<file path="config.mk">
export PLATFORM = sky130hd
export DESIGN_NAME = conv_window_feeder
export DESIGN_NICKNAME = d
export VERILOG_FILES = /design/src/rtl/conv_window_feeder.sv
export SDC_FILE = /design/constraint.sdc
export NUM_CORES = 1
export LEC_CHECK = 0
export CORE_ASPECT_RATIO = 0.75
export CORE_MARGIN = 2
export CORE_UTILIZATION = 53
export DETAILED_ROUTE_END_ITERATION = 10
export MAX_ROUTING_LAYER = met4
export PLACE_DENSITY = 0.86
export SLEW_MARGIN = 20
export SYNTH_ARGS = -nofsm -noshare
export SYNTH_HDL_FRONTEND = slang
export SYNTH_SLANG_ARGS = --single-unit
export TNS_END_PERCENT = 10
</file>
<file path="constraint.sdc">
create_clock -name clk -period 4.6 [get_ports clk]
set_clock_uncertainty 0.05 [all_clocks]
set_input_delay 0.92 -clock clk [delete_from_list [all_inputs] [get_ports clk]]
set_output_delay 0.92 -clock clk [all_outputs]
set_load 0.02 [all_outputs]
</file>
<file path="src/rtl/conv_window_feeder.sv">
// conv_window_feeder: streams one KxK window of (weight, pixel) pairs from two
// synchronous-read memories into the MAC chain. It uses a valid/ready handshake
// and a 2-entry head/skid buffer that soaks up the one-cycle read latency.
module conv_window_feeder #(
    parameter int DATA_W = 16,
    parameter int K      = 3,
    parameter int IMG_W  = 8,
    parameter int ADDR_W = 8
) (
    input  logic              clk,
    input  logic              rst_n,      // active-high despite the name
    input  logic              start,
    input  logic [ADDR_W-1:0] win_row,
    input  logic [ADDR_W-1:0] win_col,
    output logic              busy,
    output logic              done,
    output logic              mem_rd_en,
    output logic [ADDR_W-1:0] w_addr,
    output logic [ADDR_W-1:0] px_addr,
    input  logic [DATA_W-1:0] w_rdata,
    input  logic [DATA_W-1:0] px_rdata,
    output logic [DATA_W-1:0] out_weight,
    output logic [DATA_W-1:0] out_input,
    output logic              out_valid,
    input  logic              out_ready,
    output logic              out_last
);

    typedef enum logic [1:0] {S_IDLE, S_ISSUE, S_DRAIN} state_t;

    localparam logic [ADDR_W-1:0] KM1 = ADDR_W'(K - 1);

    state_t              r_state, w_state_nxt;

    logic [ADDR_W-1:0]   r_row, r_col, r_kr, r_kc;
    logic [ADDR_W-1:0]   r_w_addr, r_px_addr;
    logic                r_pend, r_pend_last;

    logic                r_head_vld, r_head_last;
    logic [DATA_W-1:0]   r_head_w, r_head_px;
    logic                r_skid_vld, r_skid_last;
    logic [DATA_W-1:0]   r_skid_w, r_skid_px;

    logic                w_last_idx, w_pop, w_room, w_rd_en;
    logic                w_drain_done, w_accept;
    logic [1:0]          w_inflight;
    logic [ADDR_W-1:0]   w_kr_nxt, w_kc_nxt;

    // Pixel address of window element (kr,kc); wraps modulo 2^ADDR_W.
    function automatic logic [ADDR_W-1:0] f_px(input logic [ADDR_W-1:0] row,
                                               input logic [ADDR_W-1:0] col,
                                               input logic [ADDR_W-1:0] kr,
                                               input logic [ADDR_W-1:0] kc);
        logic [ADDR_W-1:0] v_r;
        v_r = row + kr;
        return (v_r * ADDR_W'(IMG_W)) + col + kc;
    endfunction

    assign w_last_idx   = (r_kr == KM1) && (r_kc == KM1);
    assign w_kc_nxt     = (r_kc == KM1) ? '0 : r_kc + 1'b1;
    assign w_kr_nxt     = (r_kc == KM1) ? r_kr + 1'b1 : r_kr;

    // A read may only be issued if its data will find a free buffer slot.
    assign w_pop        = r_head_vld && out_ready;
    assign w_inflight   = {1'b0, r_head_vld} + {1'b0, r_skid_vld} + {1'b0, r_pend};
    assign w_room       = (w_inflight - {1'b0, w_pop}) < 2'd2;
    assign w_rd_en      = (r_state == S_ISSUE) && w_room;

    assign w_drain_done = (r_state == S_DRAIN) && !r_head_vld && !r_skid_vld && !r_pend;
    assign w_accept     = start && ((r_state == S_IDLE) || w_drain_done);

    assign busy         = (r_state != S_IDLE) && !w_drain_done;
    assign done         = w_drain_done;
    assign mem_rd_en    = w_rd_en;
    assign w_addr       = r_w_addr;
    assign px_addr      = r_px_addr;
    assign out_valid    = r_head_vld;
    assign out_weight   = r_head_w;
    assign out_input    = r_head_px;
    assign out_last     = r_head_last;

    // State register.
    always_ff @(posedge clk) begin
        if (rst_n) r_state <= S_IDLE;
        else       r_state <= w_state_nxt;
    end

    // Next-state logic: the done cycle may directly accept a new window.
    always_comb begin
        w_state_nxt = r_state;
        case (r_state)
            S_IDLE:  if (start) w_state_nxt = S_ISSUE;
            S_ISSUE: if (w_rd_en && w_last_idx) w_state_nxt = S_DRAIN;
            S_DRAIN: if (w_drain_done) w_state_nxt = start ? S_ISSUE : S_IDLE;
            default: w_state_nxt = S_IDLE;
        endcase
    end

    // Window origin, raster counters, registered addresses and read-pending tag.
    always_ff @(posedge clk) begin
        if (rst_n) begin
            r_row       <= '0;
            r_col       <= '0;
            r_kr        <= '0;
            r_kc        <= '0;
            r_w_addr    <= '0;
            r_px_addr   <= '0;
            r_pend      <= 1'b0;
            r_pend_last <= 1'b0;
        end else begin
            if (w_accept) begin
                r_row     <= win_row;
                r_col     <= win_col;
                r_kr      <= '0;
                r_kc      <= '0;
                r_w_addr  <= '0;
                r_px_addr <= f_px(win_row, win_col, '0, '0);
            end else if (w_rd_en && !w_last_idx) begin
                r_kr      <= w_kr_nxt;
                r_kc      <= w_kc_nxt;
                r_w_addr  <= r_w_addr + 1'b1;
                r_px_addr <= f_px(r_row, r_col, w_kr_nxt, w_kc_nxt);
            end
            r_pend      <= w_rd_en;
            r_pend_last <= w_rd_en && w_last_idx;
        end
    end

    // Head/skid FIFO: returning data goes to head when it is free or being freed.
    always_ff @(posedge clk) begin
        if (rst_n) begin
            r_head_vld  <= 1'b0;
            r_head_last <= 1'b0;
            r_head_w    <= '0;
            r_head_px   <= '0;
            r_skid_vld  <= 1'b0;
            r_skid_last <= 1'b0;
            r_skid_w    <= '0;
            r_skid_px   <= '0;
        end else if (r_skid_vld && w_pop) begin
            r_head_vld  <= 1'b1;
            r_head_last <= r_skid_last;
            r_head_w    <= r_skid_w;
            r_head_px   <= r_skid_px;
            r_skid_vld  <= r_pend;
            if (r_pend) begin
                r_skid_last <= r_pend_last;
                r_skid_w    <= w_rdata;
                r_skid_px   <= px_rdata;
            end
        end else if (!r_head_vld || w_pop) begin
            r_head_vld <= r_pend;
            if (r_pend) begin
                r_head_last <= r_pend_last;
                r_head_w    <= w_rdata;
                r_head_px   <= px_rdata;
            end
        end else if (r_pend) begin
            r_skid_vld  <= 1'b1;
            r_skid_last <= r_pend_last;
            r_skid_w    <= w_rdata;
            r_skid_px   <= px_rdata;
        end
    end

endmodule

</file>
==> results of run 1 <==
[worst min-delay path by stage]
stage | cells past startpoint | to
after floorplan | 2 | r_skid_last
after CTS | 2 | r_skid_px[1]
after detailed placement | 2 | r_skid_px[1]
after global routing | 2 | r_skid_px[1]
final | 2 | r_skid_px[1]
after global placement | 2 | r_skid_last
[sequential cells by signal (all words and copies together) (netlist names)]
name	cells
out_input	16
px_addr	8
out_last	1
r_kc	8
r_skid_last	1
r_skid_vld	1
r_skid_w	16
r_row	5
r_state	2
r_pend_last	1
r_col	8
r_skid_px	16
r_kr	8
r_pend	1
w_addr	8
out_valid	1
out_weight	16
[layout make-up]
cell class | count | area, µm² | share of cell area
clock buffers | 19 | 452.9 | 0.06108
clock inverters | 12 | 201.4 | 0.02716
inverters | 26 | 100.1 | 0.01350
multi-input cells | 484 | 3098 | 0.4177
flip-flops and latches | 117 | 2342 | 0.3158
well taps | 136 | 170.2 | 0.02295
repair buffers | 107 | 1051 | 0.1417
[per-stage QoR]
stage / utilization / worst slack, ns
after CTS: 0.7123 / 0.1609
after global placement: 0.6494 / 0.3412
after detailed placement: 0.6494 / 0.2891
final: 0.7124 / 0.2653
after global routing: 0.7124 / 0.02590
after floorplan: - / 0.6625
[cell usage after synthesis, drive strengths merged, types with 3 or more instances]
cell type | instances | share of area
nand2 | 120 | 0.079
dfxtp | 117 | 0.41
nor2 | 75 | 0.049
a21oi | 67 | 0.061
mux2i | 35 | 0.063
a211oi | 34 | 0.045
inv | 26 | 0.018
clkbuf | 25 | 0.016
ha | 24 | 0.053
xnor2 | 22 | 0.034
xor2 | 20 | 0.031
buf | 15 | 0.017
nand3 | 13 | 0.011
and3 | 9 | 0.0098
fa | 7 | 0.025
nor3 | 7 | 0.0061
and2 | 5 | 0.0055
nand2b | 5 | 0.0055
nand4 | 5 | 0.0066
a21o | 4 | 0.0053
a311oi | 3 | 0.0068
nor2b | 3 | 0.0033
nor4b | 3 | 0.0094
o211ai | 3 | 0.0039
o21a | 3 | 0.0039
or3 | 3 | 0.0033
[worst max-delay path: stages (launching register included)]
cell	delay, ns
dfxtp_1	0.35
inv_1	0.07
ha_1	0.17
nor4b_4	0.25
and2_2	0.35
nor2_1	0.10
a21oi_1	0.28
inv_1	0.11
fa_1	0.44
xnor2_1	0.20
fa_1	0.45
ha_1	0.34
o21a_1	0.13
o31a_1	0.16
o22ai_1	0.13
or3_1	0.37
a21boi_1	0.16
o31ai_1	0.10
[layer usage]
layer	routed length, µm	vias to the layer above
li1	-	2424
met1	6457	2348
met2	6809	161
met3	704	22
met4	217	0
met5	0	-
[cell families (layout without fill, tap and decap cells)]
logic type,count (synthesis),in the layout,synth area share
and+or+nand+nor,253,253,0.1969
AOI/OAI and AO/OA,123,123,0.1374
DFF,117,117,0.4096
buffers and inverters,66,164,0.05120
xor gates and xnor gates,42,42,0.06433
muxes,35,35,0.06346
adders and majority gates,31,31,0.07702
[report_power, final]
group | total [W] | internal, W | switching, W
Clock | 0.00146 | 0.000988 | 0.000473
Sequential | 0.00109 | 0.00106 | 0.0000299
Combinational | 0.000371 | 0.000169 | 0.000202
Total | 0.00292 | 0.00221 | 0.000705
==> impl_results.md, run 1 <==
* Slew HR at 0.2710
* CTS tree: built
* H-tree Lvls at 4
* Post-CTS Resized at 0
* Setup crit end: px_addr[7]
* Final Slew Violations at 0
* Post-CTS Hold Fix Bufs at 0
* Yosys reg bits at ~120
* Inserted Diodes at 0
* FP Rows at 32
* Die area at between 10000 and 15000 µm²
* Via count at between 4000 and 5000
* Via density at between 5 and 6
* IO Count at 105
* Crit path max fanout at 12
* Num CTS Buffers at 17
* Max cap viols at 0
* Post-DP HPWL at ~9500 µm
* Final net count at 836
* Syn Inst Count at approximately 670
* Hold_sp: r_skid_px[1]
* Worst EP arrival at between 4 and 5 ns
* Hold WS at 0.4031 ns
* Area Overhead vs Synth at 29.69%
* Synthesized area per cell at around 8.6 µm²
* Lkg Pwr at around 3.0 nW
* Number of fill cells at 774
* Hold WC Path Type: reg2reg
* Area of the core at around 10000 µm²
* First-pass GRT wire length at ~23000 µm
* Final Critical Period at roughly 4.3 ns
* Register area share after synthesis at 0.4096
* Mapped cell area at between 5000 and 6000 µm²
* Clock Latency Late Sink at about 0.41 ns
* Post-CTS setup buffer count at 0
* Startpoint Class: flip-flop
* FFs w/ async S/R, synth at 0
* Synth unique cells at 49
* Fmax at between 200 and 250 MHz
* Starting Density at 0.5493
* Initial antenna violation count at 0
* DRC Markers at 0
* Vias in the first global route at approximately 4900
* Port buffer count at ~100
* Total GRT Usage at 0.2641
* GRT met1 Usage at 0.3347
* CP required at 4.84 ns
* Clock transition at path regs at about 0.060 ns
* Design area at between 7000 and 8000 µm²
* Total wire length at around 14000 µm
* Busiest grt layer: met2
* Pwr/cell area at around 390 nW/µm²
* CTS max path bufs at 2
* Setup slack, reg-to-reg at roughly 0.27 ns
* R2R Path Start: r_kc[0]
* Warnings, synthesis at 0
* Final Power at ~0.003 W
* End of the worst register-to-register path: px_addr[7]
* Placed cell count at 870
* R2r worst-path depth at 17
* M3 GR Usage at 0.05036
* Setup crit start: r_kc[0]
* Chip width at ~120 µm
* Layout cells sized above 1 at 0.07059
* DP Area at slightly below 7000 µm²
* DIE HEIGHT at 93.95 µm
* Met2 Track Usage GR at 0.4318
* Most frequent cells in the layout: nand2_1, dfxtp_1, clkdlybuf4s50_1
* Fin cells at about 900
* ANT nets after route at 0
* Final Cycle Share at 0.9423
* Placer Congestion at around 0.88
* Largest net degree at the start of global routing at 90
* Syn Nets at 750
* RSZ-0062 raised after global routing: false
* Final setup viols at 0
* Root Driver: clkbuf_16
* Aggregate global routing overflow at 0
* WL/cell at about 16 µm
* Number of DRC markers in iteration 0 at 319
* Setup TNS at 0 ns
* Nature of the critical path endpoint: flip-flop
* Outcome: complete, no violations
* First drt pass iteration count at 5
* Fin. Hold Viols at 0
* Most common cell after layout, fill and taps aside: nand2_1
* Number of synthesized flops with an enable pin at 0
* Crit path kind: reg2reg
* Clk sinks at about 120
* Ys flop type: dfxtp_1
* Worst vdd ir at 0.3004 mV
* Worst-Margin Slew at 1.090 ns
(Power assumes the default switching activity.)
==> inputs of run 2 (changes only) <==
--- a/config.mk
+++ b/config.mk
@@ -8,6 +8,7 @@
 export CORE_ASPECT_RATIO = 0.75
 export CORE_MARGIN = 2
 export CORE_UTILIZATION = 53
+export CTS_CLUSTER_DIAMETER = 30
 export DETAILED_ROUTE_END_ITERATION = 10
 export MAX_ROUTING_LAYER = met4
 export PLACE_DENSITY = 0.86
==> results of run 2 <==
Same layout as run 1: the final DEF is identical, and so are final timing and power.
